**config.mk**
```make
export PLATFORM = sky130hd
export DESIGN_NAME = change_dispenser
export DESIGN_NICKNAME = d
export VERILOG_FILES = /design/src/rtl/change_dispenser.sv
export SDC_FILE = /design/constraint.sdc
export NUM_CORES = 1
export LEC_CHECK = 0
export CELL_PAD_IN_SITES_DETAIL_PLACEMENT = 2
export CELL_PAD_IN_SITES_GLOBAL_PLACEMENT = 2
export CORE_MARGIN = 2
export CORE_UTILIZATION = 38
export DETAILED_ROUTE_END_ITERATION = 6
export DONT_BUFFER_PORTS = 1
export GPL_ROUTABILITY_DRIVEN = 0
export GPL_TIMING_DRIVEN = 1
export PLACE_DENSITY = 0.85
export SETUP_SLACK_MARGIN = 0.05
export SYNTH_ARGS = -nofsm -noshare
export SYNTH_HDL_FRONTEND = slang
export SYNTH_SLANG_ARGS = --single-unit
export TNS_END_PERCENT = 100
```
**constraint.sdc**
```tcl
create_clock -name clk -period 11.3 [get_ports clk]
set_input_delay 0.565 -clock clk [delete_from_list [all_inputs] [get_ports clk]]
set_output_delay 0.565 -clock clk [all_outputs]
set_load 0.02 [all_outputs]
```
**src/rtl/change_dispenser.sv**
```systemverilog
// Coin-return dispenser: plans a greedy 10/5 breakdown of a change amount
// against its own coin inventory and pays it out one coin per valid/ack handshake.
module change_dispenser #(
  parameter int AMT_W  = 8,
  parameter int CNT_W  = 6,
  parameter int INIT10 = 8,
  parameter int INIT5  = 8
) (
  input  logic             clk,
  input  logic             rst,
  input  logic             req,
  input  logic [AMT_W-1:0] amount,
  input  logic             refill,
  input  logic             coin_ack,
  output logic [3:0]       coin,
  output logic             coin_valid,
  output logic             busy,
  output logic             done,
  output logic             err,
  output logic [CNT_W-1:0] cnt10,
  output logic [CNT_W-1:0] cnt5
);

  typedef enum logic [2:0] {IDLE, CHECK, DISP, DONE, ERR} state_t;

  localparam int PW = AMT_W + CNT_W;

  state_t           state, state_next;
  logic [AMT_W-1:0] amt_r, amt_next;
  logic [CNT_W-1:0] left10, left10_next;
  logic [CNT_W-1:0] left5, left5_next;
  logic [CNT_W-1:0] cnt10_r, cnt10_next;
  logic [CNT_W-1:0] cnt5_r, cnt5_next;
  logic [3:0]       coin_r, coin_next;
  logic             coin_valid_r, coin_valid_next;

  // Breakdown plan, evaluated at full product width so 10*n10 never truncates
  logic [PW-1:0] amt_w, q10, n10, prod, rem, n5;
  logic          not_mult5, short5, last_coin;

  always_comb begin
    amt_w     = PW'(amt_r);
    q10       = amt_w / PW'(10);
    n10       = (q10 < PW'(cnt10_r)) ? q10 : PW'(cnt10_r);
    prod      = n10 * PW'(10);
    rem       = amt_w - prod;
    n5        = rem / PW'(5);
    not_mult5 = (amt_w % PW'(5)) != '0;
    short5    = n5 > PW'(cnt5_r);
    last_coin = ((left10 == CNT_W'(1)) && (left5 == '0)) ||
                ((left10 == '0) && (left5 == CNT_W'(1)));
  end

  always_comb begin
    state_next  = state;
    amt_next    = amt_r;
    left10_next = left10;
    left5_next  = left5;
    cnt10_next  = cnt10_r;
    cnt5_next   = cnt5_r;

    case (state)
      IDLE: begin
        if (refill) begin
          cnt10_next = CNT_W'(INIT10);
          cnt5_next  = CNT_W'(INIT5);
        end else if (req) begin
          amt_next   = amount;
          state_next = CHECK;
        end
      end
      CHECK: begin
        if (not_mult5 || short5) begin
          state_next = ERR;
        end else if ((n10 == '0) && (n5 == '0)) begin
          state_next = DONE;
        end else begin
          left10_next = CNT_W'(n10);
          left5_next  = CNT_W'(n5);
          state_next  = DISP;
        end
      end
      DISP: begin
        if (coin_valid_r && coin_ack) begin
          if (left10 != '0) begin
            left10_next = left10 - CNT_W'(1);
            cnt10_next  = cnt10_r - CNT_W'(1);
          end else begin
            left5_next = left5 - CNT_W'(1);
            cnt5_next  = cnt5_r - CNT_W'(1);
          end
          if (last_coin) state_next = DONE;
        end
      end
      DONE:    state_next = IDLE;
      ERR:     state_next = IDLE;
      default: state_next = IDLE;
    endcase

    // Coin outputs are registered from the next-state view so they line up with DISP
    coin_valid_next = (state_next == DISP);
    coin_next       = 4'd0;
    if (coin_valid_next) coin_next = (left10_next != '0) ? 4'd10 : 4'd5;
  end

  always_ff @(posedge clk) begin
    if (rst) begin
      state        <= IDLE;
      amt_r        <= '0;
      left10       <= '0;
      left5        <= '0;
      cnt10_r      <= CNT_W'(INIT10);
      cnt5_r       <= CNT_W'(INIT5);
      coin_r       <= '0;
      coin_valid_r <= 1'b0;
    end else begin
      state        <= state_next;
      amt_r        <= amt_next;
      left10       <= left10_next;
      left5        <= left5_next;
      cnt10_r      <= cnt10_next;
      cnt5_r       <= cnt5_next;
      coin_r       <= coin_next;
      coin_valid_r <= coin_valid_next;
    end
  end

  assign coin       = coin_r;
  assign coin_valid = coin_valid_r;
  assign busy       = (state != IDLE);
  assign done       = (state == DONE);
  assign err        = (state == ERR);
  assign cnt10      = cnt10_r;
  assign cnt5       = cnt5_r;

endmodule

```
* Word-level counts from Yosys, hierarchy flattened *
Cells that the tools add are included.

word-level totals
  output and inout bits = 20
  bits in registers = 40
  logic and storage cells = 82

operators by class
  div/mod/pow operators = 3
  order comparisons = 2
  muxes and demuxes = 26
  bitwise gates (word level) = 2
  add/subtract/negate cells = 5
  reduce and logical (&&, ||, !) cells = 22
  multiply operators = 1
  equal/unequal tests = 13

operators by type and width
  operator               number
  $mux 6                 13
  $pmux 6 s2             4
  $logic_not 14->1       2
  $sub 6x1->6 const B    4
  $mux 3                 5
  $div 14x3->14 const B  1
  $div 8x4->14 const B   1
  $gt 14x6->1            1
  $lt 14x6->1            1
  $mod 8x3->14 const B   1
  $mul 14x3->13 const B  1
  $mux 14                1
  $reduce_bool 14->1     1
  $sub 8x14->14          1
  $eq 6x1->1 const B     2
  $logic_not 6->1        2
  $ne 2x2->1 const B     6
  $reduce_bool 6->1      2
  $eq 3x2->1 const B     3
  $pmux 3 s3             1
  $reduce_and 4->1       2
  $reduce_and 5->1       1
  $logic_and 1x1->1      4
  $mux 4                 1
  10 further kinds       13

* Longest topological paths before layout *
Gate-level depths: netlist of run 1.

  depth after elaboration = 14
  gate-level depth with buffers = 47
  gate-level depth less buffers = 43

* Least setup slack after synthesis of run 1 *
Ideal clock, no wire load.

  path kind = reg-to-reg
  from = register amt_r[6]
  to = register left5[1]
  period minus slack after synthesis = 9.412 ns
  path slack = 1.888 ns
  library setup time = 0.060 ns
  stages on the path, launching flop included = 47
  path buffers = 6
  arrival time = 9.352 ns
  required time = 11.240 ns
  cell sequence = dfxtp_1 -> buf_2 -> clkbuf_1 -> clkbuf_1 -> mux2i_1 -> o21ai_0 -> a221oi_1 -> ha_1 -> a21o_1 -> a21oi_1 -> o211a_1 -> o221ai_1 -> o21ai_1 -> mux2i_1 -> inv_1 -> ha_1 -> ha_1 -> inv_1 -> [... 11 more ...] -> buf_6 -> maj3_2 -> a211o_1 -> xnor2_1 -> a21oi_1 -> ha_1 -> nor2b_1 -> o21a_1 -> o21a_1 -> o21a_1 -> o21ai_0 -> a32oi_1 -> a211oi_1 -> nand2_1 -> nor2_1 -> o21ai_1 -> a21oi_1 -> a41o_1

between the ends
  longest elaborated chain between the ends = 10
  elaborated cells on any way between the ends = 19
  classes of those cells = add/sub (1); mul (1); div (3); order compare (2); eq/ne (2); mux (4); reduce/logical (6)

ends and longest elaborated chain
  what                                                   line    text
  start: declaration                                     29      logic [AMT_W-1:0] amt_r, amt_next;
  start signal: assignment                               118     amt_r <= amt_next;
  $div 8x4->14                                           43      q10 = amt_w / PW'(10);
  $lt 14x6->1                                            44      n10 = (q10 < PW'(cnt10_r)) ? q10 : PW'(cnt10_r);
  $mux 14                                                44
  $mul 14x3->13                                          45      prod = n10 * PW'(10);
  $sub 8x14->14                                          46      rem = amt_w - prod;
  $div 14x3->14                                          47      n5 = rem / PW'(5);
  $gt 14x6->1 or $logic_not 14->1 (tied branches)        49, 75
  $logic_or 1x1->1 or $logic_and 1x1->1 (tied branches)  73, 75
  $ne 2x2->1 (no source line)                            -
  $reduce_and 5->1 (no source line)                      -
  end signal: assignment                                 120     left5 <= left5_next;
  end: declaration                                       31      logic [CNT_W-1:0] left5, left5_next;

Several ways; a longest one is shown, not always the timed one. The select of a mux whose other input is x is not followed.
A chain may end at the register's enable or synchronous reset.

* Worst setup path after layout of run 1 *
  from = register amt_r[5]
  to = register left5[1]

The elaborated chain is that of the path after synthesis.

==> summary.txt, run 1 <==
GRT
  • Overall global routing resource usage: 28.8%
  • Initial antenna violation count: 0
  • GRT Residual Overflow: 0
  • Largest net degree at the start of global routing: 29
  • Vias in the first global route: 5533
  • First-pass GRT wire length: 30.6 mm

Detailed routing
  • Final WL: 19.5 mm
  • Vias: 5264
  • 1st-pass router iterations: 4
  • Wirelength per Cell: 24.0 um
  • DR iter-0 viols: 360
  • Final ANT Viol Nets: 0
  • DRC: 0
  • Routed vias/inst: 6.48

Logic synthesis
  • Post-synth design cell area: 0.00481 sq mm
  • Share of flip-flops with an asynchronous set or reset: 0%
  • Main synth FF type: dfxtp_1
  • Yosys cell types: 83
  • Yosys warnings: 0
  • Seq/Total Area, Yosys: 15.8%
  • Syn_nets: 704
  • Syn Area/Cell: 7.37 sq um
  • Synth area leaders: dfxtp_1 16%, ha_1 9.4%, nor2_1 5.2%
  • EDFF count, synth: 0
  • Yosys top cell by area: dfxtp_1
  • FF+latch count, synth: 38
  • Synth top area share: 15.8%
  • Post-synthesis cell count: 653

Timing
  • Max_slew headroom: 36.3%
  • Final Hold Vio Count: 0
  • Achievable frequency: 95.5 MHz
  • Slew @ Worst Pin: 0.949 ns
  • Worst Skew: 0.00630 ns
  • Endpoints failing setup: 0
  • Setup TNS: 0 ns
  • Fin crit share: 92.6%
  • Slew Limit Fails: 0
  • Fin crit period: 10.47 ns
  • RSZ-0062 raised after global routing: false

Floorplanning
  • Die area: 0.0136 sq mm
  • # IOs: 33
  • # rows: 41
  • Chip width: 117 um
  • Core footprint: 0.0125 sq mm
  • Die height: 117 um
  • Starting density of the core: 38.6%

Finish
  • Filler Cells Inserted: 1447
  • Most frequent cells in the layout: 66 x nor2_1, 46 x nand2_1, 43 x a21oi_1
  • Synth-to-layout area growth: 7.47%
  • Area of the multi-input gates: 0.00379 sq mm
  • Nets: 690
  • Seq. cell area: 761 sq um
  • Most common cell after layout, fill and taps aside: nor2_1
  • Share of cells above drive strength 1: 9.69%
  • Diodes inserted: 0

Setup path
  • Setup crit end kind: flop
  • CP arrival: 10.71 ns
  • CP required: 11.54 ns
  • Most used cell, CP: ha_1
  • CP Class: reg2reg
  • Critical R2R Launch: amt_r[5]$_SDFFE_PP0P_
  • CP max FO: 13
  • Critical Path Start: amt_r[5]$_SDFFE_PP0P_
  • Slowest cell on the critical path: dfxtp_1
  • Max incr delay on CP: 0.57 ns
  • Startpoint types: flop

Clocking
  • Maximum buffer depth of the clock tree: 2
  • Clock Tree Root: clkbuf_16
  • CTS tree: built
  • H-tree depth: 2
  • Post-CTS Hold Fix Bufs: 0
  • Number of buffers created by CTS: 5
  • Clock Latency Late Sink: 0.30 ns
  • Worst-path clk slew: 0.07 ns
  • CTS sink cnt: 38

Pwr
  • Sequential share of power: 9.9%
  • Pwr Density: 289 mW/mm^2
  • Internal power: 0.660 mW
  • Worst ir drop on vdd: 0.117 mV
  • Psw: 0.833 mW
  • Leak Pwr: 2.01 nW
  • Clock power share: 10.5%
  • Total design power: 1.49 mW
  • Fraction of power spent switching nets: 55.8%
  • Comb pwr share: 79.6%

Job
  • Maxcap violations: 0

Place
  • PortBufs: 0
  • Post-DP HPWL: 14.0 mm

Status
  • Status: finished, final reports clean

Min path
  • Hold crit path type: in2reg
  • Hold wc startpoint: rst
-- flip-flops by register name (all words and copies together) (netlist names) --
name / cells
amt_r: 8
cnt10: 6
cnt5: 6
left10: 6
left5: 6
state: 3
coin: 2
coin_valid: 1
-- metrics by stage --
| step | instances | worst slack [ns] | utilization [%] | area (sq um) | hold slack, ns |
|---|---|---|---|---|---|
| after floorplan | 653 | 1.89 | - | 4810 | 0.453 |
| after global placement | 802 | 1.05 | 39.7 | 4950 | 0.483 |
| after detailed placement | 802 | 0.373 | 39.7 | 4950 | 0.484 |
| after CTS | 810 | 0.118 | 41.0 | 5110 | 0.325 |
| after global routing | 812 | 0.0457 | 41.5 | 5170 | 0.324 |
| final | 812 | 0.831 | 41.5 | 5170 | 0.333 |
-- critical path, delay by kind of cell, from the launching register on --
kind	cells	cell delay, ns
AO/OA/AOI/OAI	20	4.44
XOR/XNOR	2	0.55
adder cells (fa/ha/maj)	6	1.90
buffers and inverters	3	0.41
flip-flops	1	0.57
multiplexers	3	1.00
AND/OR/NAND/NOR	8	1.55
-- kinds of logic (layout without fill, tap and decap cells) --
kind of cell | Yosys count | after routing | synth area share [%]
compound gates | 216 | 216 | 32.1
xor+xnor | 29 | 29 | 5.28
fa+ha+maj | 41 | 41 | 10.8
buf+inv | 74 | 61 | 6.56
flops | 38 | 38 | 15.8
mux | 20 | 20 | 4.24
other cells | 1 | 1 | 0.0780
simple gates | 234 | 234 | 25.1
-- worst paths after layout --
| path | end | slack (ns) | cells after the start |
|---|---|---|---|
| min reg2reg | left5[3]$_SDFFE_PP0P_ | 0.52 | 2 |
| max | left5[1]$_SDFFE_PP0P_ | 0.83 | 42 |
| min | cnt5[1]$_SDFFE_PP0P_ | 0.33 | 1 |
| max reg2reg | left5[1]$_SDFFE_PP0P_ | 0.83 | 42 |
-- cell type report --
cell class / count / share of cell area (%)
clock inverters: 2 / 0.242
clock buffers: 6 / 2.69
flip-flops and latches: 38 / 14.7
multi-input cells: 541 / 73.3
repair buffers: 15 / 2.18
well taps: 172 / 4.16
inverters: 38 / 2.76
-- repair_timing --
action,4_1_cts,5_1_grt
gates resized for setup,2,11
pin swaps,0,1
cloned,0,0
buffers inserted,0,2
setup endpoints to repair,7,17
-- Yosys cell counts, types with 10 or more instances --
cell and n:
a211o_1 11, a211oi_1 13, a21o_1 10, a21oi_1 45
a31oi_1 11, clkbuf_1 23, dfxtp_1 38, ha_1 36
inv_1 38, mux2i_1 17, nand2_1 46, nand3_1 17
nor2_1 66, nor3_1 23, o21ai_0 30, xnor2_1 21
-- layer usage --
metal  up-vias  global-route usage (%)  wire length, um  part of all wire, %
met5         -                       0                0                    0
met4         0                    11.5              652                  3.3
met3        46                    4.67              839                  4.3
met2       124                    50.6             9900                   51
met1      2670                    35.1             8100                   42
li1       2424                       -                -                    -
-- power by group through the flow --
| stage | logic (mW) | clock network, mW | registers (mW) |
|---|---|---|---|
| 2_1_floorplan | 0.856 | 0 | 0.147 |
| 3_3_place_gp | 1.07 | 0 | 0.150 |
| 3_5_place_dp | 1.13 | 0 | 0.151 |
| 4_1_cts | 1.15 | 0.158 | 0.148 |
| 5_1_grt | 1.31 | 0.161 | 0.149 |
| 6_report | 1.19 | 0.156 | 0.148 |
Power figures use the tool's default switching activity.
==> run 2: changes to the inputs <==
--- a/config.mk
+++ b/config.mk
@@ -8,12 +8,12 @@
 export CELL_PAD_IN_SITES_DETAIL_PLACEMENT = 2
 export CELL_PAD_IN_SITES_GLOBAL_PLACEMENT = 2
 export CORE_MARGIN = 2
-export CORE_UTILIZATION = 38
+export CORE_UTILIZATION = 41
 export DETAILED_ROUTE_END_ITERATION = 6
 export DONT_BUFFER_PORTS = 1
 export GPL_ROUTABILITY_DRIVEN = 0
 export GPL_TIMING_DRIVEN = 1
-export PLACE_DENSITY = 0.85
+export PLACE_DENSITY = 0.91
 export SETUP_SLACK_MARGIN = 0.05
 export SYNTH_ARGS = -nofsm -noshare
 export SYNTH_HDL_FRONTEND = slang
==> constraint.sdc (replaced) <==
create_clock -name clk -period 12.1 [get_ports clk]
set_input_delay 0.605 -clock clk [delete_from_list [all_inputs] [get_ports clk]]
set_output_delay 0.605 -clock clk [all_outputs]
set_load 0.02 [all_outputs]
==> summary.txt, run 2 (synthesized netlist as in run 1, its figures left out) <==
Setup path
  • CP required: 12.35 ns (+0.81 ns)
  • Critical R2R Launch: amt_r[5]$_SDFFE_PP0P_
  • CP arrival: 11.81 ns (+1.10 ns)
  • Top cell family by delay on the critical path: compound AO/OA/AOI/OAI gates
  • Critical Path Start: amt_r[5]$_SDFFE_PP0P_
  • Max incr delay on CP: 0.59 ns (+0.02 ns)
  • Crit path buffers/inverters: 2 (-1)
  • Startpoint types: flop
  • CP max FO: 24 (+11)
  • Most used cell, CP: ha_1
  • CP Class: reg2reg
  • Slowest cell on the critical path: dfxtp_2
  • Setup crit end kind: flop

Clocking
  • Number of buffers created by CTS: 5 (unchanged)
  • Clock Tree Root: clkbuf_16
  • Post-CTS Hold Fix Bufs: 0 (unchanged)
  • CTS tree: built
  • Maximum buffer depth of the clock tree: 2 (unchanged)
  • Post-cts sizing count: 4 (+2)
  • CTS sink cnt: 38 (unchanged)
  • Postcts setup bufs: 0 (unchanged)
  • Worst-path clk slew: 0.07 ns (about the same)
  • Clock Latency Late Sink: 0.30 ns (about the same)
  • H-tree depth: 2 (unchanged)

Detailed routing
  • Final ANT Viol Nets: 0 (unchanged)
  • DRC: 0 (unchanged)
  • Final WL: 22.5 mm (+16%)
  • Met2 wire len: 11.0 mm (+11%)
  • Routed length on met1: 9.00 mm (+11%)
  • 1st-pass router iterations: 5 (+1)
  • DR iter-0 viols: 436 (+21%)
  • Wirelength per Cell: 29.1 um (+21%)
  • Max Used Layer: met4
  • Vias: 5520 (+4.9%)
  • Met3 routed wirelength: 1.29 mm (+53%)
  • Routed vias/inst: 7.14 (+10%)

Min path
  • Hold crit path type: in2reg
  • Hold wc startpoint: rst

Place
  • PortBufs: 0 (unchanged)
  • Dpl cells: 765 (-4.6%)
  • Post-DP HPWL: 14.5 mm (+3.1%)
  • DP Area: 0.00485 sq mm (-1.9%)

Floorplanning
  • Chip width: 112 um (-3.6%)
  • Starting density of the core: 42.1% (+3.5 points)
  • Die height: 112 um (-3.6%)
  • Core footprint: 0.0114 sq mm (-8.4%)
  • # IOs: 33 (unchanged)
  • Die area: 0.0126 sq mm (-7.1%)
  • # rows: 39 (-4.9%)

Pwr
  • Internal power: 0.644 mW (-2.4%)
  • Clock power share: 12.5% (+2.0 points)
  • Leak Pwr: 1.99 nW (-1.2%)
  • Worst ir drop on vdd: 0.225 mV (+93%)
  • Fraction of power spent switching nets: 56.2% (+0.38 points)
  • Comb pwr share: 77.8% (-1.8 points)
  • Sequential share of power: 9.7% (-0.2 points)
  • Psw: 0.826 mW (-0.86%)
  • Pwr Density: 287 mW/mm^2 (-0.74%)

Status
  • Status: finished, final reports clean

GRT
  • Overall global routing resource usage: 35.5% (+6.7 points)
  • Initial antenna violation count: 0 (unchanged)
  • Vias in the first global route: 6070 (+9.7%)
  • First-pass GRT wire length: 35.7 mm (+17%)
  • Largest net degree at the start of global routing: 29 (unchanged)
  • GRT Residual Overflow: 0 (unchanged)

Finish
  • Synth-to-layout area growth: 6.61%
  • Filler Cells Inserted: 1294 (-11%)
  • Diodes inserted: 0 (unchanged)
  • Nets: 680 (-1.4%)
  • Final cell count without fillers: 773 (-4.8%)
  • Most common cell after layout, fill and taps aside: nor2_1
  • Most frequent cells in the layout: 66 x nor2_1, 46 x nand2_1, 43 x a21oi_1
  • Final instance area: 0.00513 sq mm (-0.80%)
  • Largest register FFs: 8 (unchanged)
  • Area of the multi-input gates: 0.00381 sq mm (+0.59%)
  • Seq. cell area: 766 sq um (+0.66%)
  • Share of cells above drive strength 1: 9.37% (-0.32 points)
  • Most flop-heavy register: amt_r

Timing
  • Slew Limit Fails: 0 (unchanged)
  • Slew @ Worst Pin: 1.01 ns (+0.0616 ns)
  • Fin crit period: 11.56 ns (+1.10 ns)
  • Final Hold Vio Count: 0 (unchanged)
  • WHS: 0.373 ns (+0.0395 ns)
  • RSZ-0062 raised after global routing: false
  • Fin crit share: 95.6% (+2.9 points)
  • Achievable frequency: 86.5 MHz (-9.5%)
  • Worst Skew: 0.00782 ns (+0.00152 ns)
  • Max_slew headroom: 32.2% (-4.1 points)
  • Endpoints failing setup: 0 (unchanged)
  • Setup TNS: 0 ns (unchanged)

Job
  • Maxcap violations: 0 (unchanged)
[run 2: cell type report]
class                      count  share of cell area (%)
multi-input combinational    541                    74.3
timing repair buffer           5                   0.732
sequential                    38                    14.9
clock buffer                   5                    2.44
clock inverter                 3                    1.34
tap                          143                    3.49
inverter                      38                    2.78
[run 2: per-stage QoR]
step / setup slack (ns) / power [mW] / util, %
floorplan: 2.69 / 0.936 / -
global placement: 1.55 / 1.12 / 42.5
detailed placement: 0.186 / 1.19 / 42.5
CTS: 0.137 / 1.42 / 44.4
global route: 0.0562 / 1.56 / 44.9
finish: 0.536 / 1.47 / 44.9
[run 2: power by group through the flow]
stage | clock, mW | sequential (mW) | combinational (mW)
6_report | 0.184 | 0.143 | 1.14
2_1_floorplan | 0 | 0.137 | 0.799
3_3_place_gp | 0 | 0.144 | 0.977
5_1_grt | 0.188 | 0.143 | 1.23
3_5_place_dp | 0 | 0.144 | 1.05
4_1_cts | 0.183 | 0.142 | 1.09
[run 2: path summary, 6_finish.rpt]
check                          endpoint  slack [ns]  cells past startpoint
setup / recovery     coin[1]$_SDFF_PP0_        0.54                     41
setup reg to reg     coin[1]$_SDFF_PP0_        0.54                     41
hold / removal     cnt5[1]$_SDFFE_PP0P_        0.37                      1
hold reg to reg   left5[3]$_SDFFE_PP0P_        0.55                      2
[run 2: worst reg2reg max path: cells and delay by family, from the launching register on]
kind | cells | cell delay (ns)
AOI/OAI and AO/OA | 23 | 6.24
DFF | 1 | 0.59
and+or+nand+nor | 8 | 1.94
buffers and inverters | 2 | 0.24
xor gates and xnor gates | 1 | 0.14
muxes | 1 | 0.47
adders and majority gates | 6 | 1.91
[run 2: layer usage]
metal	GRT usage [%]	up-vias
met5	0	-
met4	18.0	0
met3	6.48	99
met2	60.6	255
met1	42.7	2771
li1	-	2395
==> run 3: changes to the inputs <==
--- a/config.mk
+++ b/config.mk
@@ -14,6 +14,7 @@
 export GPL_ROUTABILITY_DRIVEN = 0
 export GPL_TIMING_DRIVEN = 1
 export PLACE_DENSITY = 0.91
+export REMOVE_ABC_BUFFERS = 1
 export SETUP_SLACK_MARGIN = 0.05
 export SYNTH_ARGS = -nofsm -noshare
 export SYNTH_HDL_FRONTEND = slang
==> summary.txt, run 3 (synthesized netlist as in run 1, its figures left out) <==
Finish
  • Synth-to-layout area growth: 5.20%
  • Diodes inserted: 0 (unchanged)
  • Most frequent cells in the layout: 66 x nor2_1, 46 x nand2_1, 43 x a21oi_1
  • Most flop-heavy register: amt_r
  • Largest register FFs: 8 (unchanged)
  • Nets: 680 (unchanged)
  • Share of cells above drive strength 1: 8.10% (-1.3 points)
  • Layout Utilization: 44.3% (-0.59 points)
  • Most common cell after layout, fill and taps aside: nor2_1

Detailed routing
  • Final WL: 22.8 mm (+1.3%)
  • DR iter-0 viols: 476 (+9.2%)
  • 1st-pass router iterations: 4 (-1)
  • Wirelength per Cell: 29.5 um (+1.3%)
  • Routed vias/inst: 7.22 (+1.1%)
  • Final ANT Viol Nets: 0 (unchanged)
  • DRC: 0 (unchanged)
  • Vias: 5582 (+1.1%)

Clocking
  • H-tree depth: 2 (unchanged)
  • Clock Latency Late Sink: 0.29 ns (about the same)
  • Number of buffers created by CTS: 5 (unchanged)
  • Maximum buffer depth of the clock tree: 2 (unchanged)
  • CTS sink cnt: 38 (unchanged)
  • CTS tree: built
  • Postcts setup bufs: 0 (unchanged)
  • Post-CTS Hold Fix Bufs: 0 (unchanged)
  • Post-cts sizing count: 3 (-1)
  • Worst-path clk slew: 0.07 ns (about the same)
  • Clock Tree Root: clkbuf_16

Timing
  • Worst Skew: 0.00977 ns (+0.00195 ns)
  • Setup TNS: 0 ns (unchanged)
  • RSZ-0062 raised after global routing: false
  • Fin crit share: 95.4% (-0.19 points)
  • Fin crit period: 11.54 ns (-0.0231 ns)
  • WHS: 0.381 ns (+0.00832 ns)
  • Final Hold Vio Count: 0 (unchanged)
  • Slew Limit Fails: 0 (unchanged)
  • Endpoints failing setup: 0 (unchanged)
  • Achievable frequency: 86.6 MHz (+0.20%)
  • Slew @ Worst Pin: 1.10 ns (+0.0896 ns)
  • Max_slew headroom: 26.2% (-6.0 points)

Setup path
  • FF-to-FF End: left5[1]$_SDFFE_PP0P_
  • Slowest cell on the critical path: dfxtp_2
  • CP Class: reg2reg
  • CP max FO: 21 (-13%)
  • CP required: 12.34 ns (about the same)
  • R2R Setup Slk: 0.56 ns (+0.02 ns)
  • Setup crit end kind: flop
  • Startpoint types: flop
  • Critical R2R Launch: amt_r[7]$_SDFFE_PP0P_
  • Max incr delay on CP: 0.57 ns (-0.02 ns)
  • Most used cell, CP: ha_1
  • CP arrival: 11.78 ns (-0.03 ns)
  • Worst R2R Path Depth: 42 (+2.4%)

Pwr
  • Fraction of power spent switching nets: 57.4% (+1.2 points)
  • Internal power: 0.611 mW (-5.3%)
  • Pwr Density: 283 mW/mm^2 (-1.2%)
  • Sequential share of power: 9.9% (+0.2 points)
  • Clock power share: 9.9% (-2.6 points)
  • Comb pwr share: 80.2% (+2.4 points)
  • Leak Pwr: 1.96 nW (-1.3%)
  • Psw: 0.823 mW (-0.34%)
  • Worst ir drop on vdd: 0.243 mV (+7.6%)

GRT
  • Initial antenna violation count: 0 (unchanged)
  • Overall global routing resource usage: 35.3% (-0.22 points)
  • Largest net degree at the start of global routing: 29 (unchanged)
  • GRT Residual Overflow: 0 (unchanged)
  • First-pass GRT wire length: 35.2 mm (-1.4%)
  • Vias in the first global route: 6054 (-0.26%)

Job
  • Maxcap violations: 0 (unchanged)

Min path
  • Min-Delay Endpoint: left10[5]$_SDFF_PP0_
  • Hold Path Cell Cnt: 1 (unchanged)
  • Hold crit path type: in2reg
  • Hold wc startpoint: rst

Floorplanning
  • # IOs: 33 (unchanged)
  • Core footprint: 0.0114 sq mm (unchanged)
  • Die height: 112 um (unchanged)
  • Die area: 0.0126 sq mm (unchanged)
  • Starting density of the core: 42.1% (unchanged)
  • Chip width: 112 um (unchanged)
  • # rows: 39 (unchanged)

Place
  • PortBufs: 0 (unchanged)
  • Post-DP HPWL: 15.0 mm (+3.7%)

Status
  • Status: finished, final reports clean
[run 3: metrics by stage]
stage	cell area [sq um]	worst slack, ns	instances	power, mW
after global routing	5060	0.0281	773	1.51
after detailed placement	4850	0.261	765	1.19
after CTS	5020	0.285	773	1.38
after global placement	4850	1.52	765	1.12
final	5060	0.559	773	1.43
after floorplan	4640	2.37	617	0.900
[run 3: worst max-delay path, delay by kind of cell (launching register included)]
family,cells,cell delay [ns]
AO/OA/AOI/OAI,22,5.72
adder cells (fa/ha/maj),7,2.11
AND/OR/NAND/NOR,6,1.63
multiplexers,2,0.63
XOR/XNOR,3,0.62
flip-flops,1,0.57
buffers and inverters,2,0.18
[run 3: cell type report]
type                            instances  area, sq um
Clock buffer                            6          139
Clock inverter                          2         12.5
Fill cell                            1307         6360
Inverter                               38          143
Multi-Input combinational cell        541         3790
Sequential cell                        38          763
Tap cell                              143          179
Timing Repair Buffer                    5         37.5
[run 3: worst max-delay path by stage]
stage	from	to	slack, ns	depth (start not counted)
final	amt_r[7]$_SDFFE_PP0P_	left5[1]$_SDFFE_PP0P_	0.56	42
after global routing	amt_r[4]$_SDFFE_PP0P_	left5[1]$_SDFFE_PP0P_	0.03	40
after CTS	amt_r[7]$_SDFFE_PP0P_	left5[1]$_SDFFE_PP0P_	0.29	42
after detailed placement	amt_r[5]$_SDFFE_PP0P_	left5[1]$_SDFFE_PP0P_	0.26	41
after global placement	amt_r[5]$_SDFFE_PP0P_	left5[1]$_SDFFE_PP0P_	1.52	41
after floorplan	amt_r[6]$_SDFFE_PP0P_	left5[1]$_SDFFE_PP0P_	2.37	41
[run 3: per-layer routing]
layer / track usage (%) / wire length (um) / up-vias / share of wire, %
met2: 62.0 / 11000 / 301 / 48
met3: 5.94 / 1340 / 133 / 5.9
met5: 0 / 0 / - / 0
met4: 19.0 / 1550 / 0 / 6.8
met1: 40.9 / 8920 / 2742 / 39
li1: - / - / 2406 / -
[run 3: power groups by stage]
stage	Combinational (mW)	Clock, mW	Sequential (mW)
3_3_place_gp	0.977	0	0.143
2_1_floorplan	0.760	0	0.141
4_1_cts	1.10	0.140	0.142
3_5_place_dp	1.04	0	0.144
5_1_grt	1.22	0.144	0.143
6_report	1.15	0.141	0.142
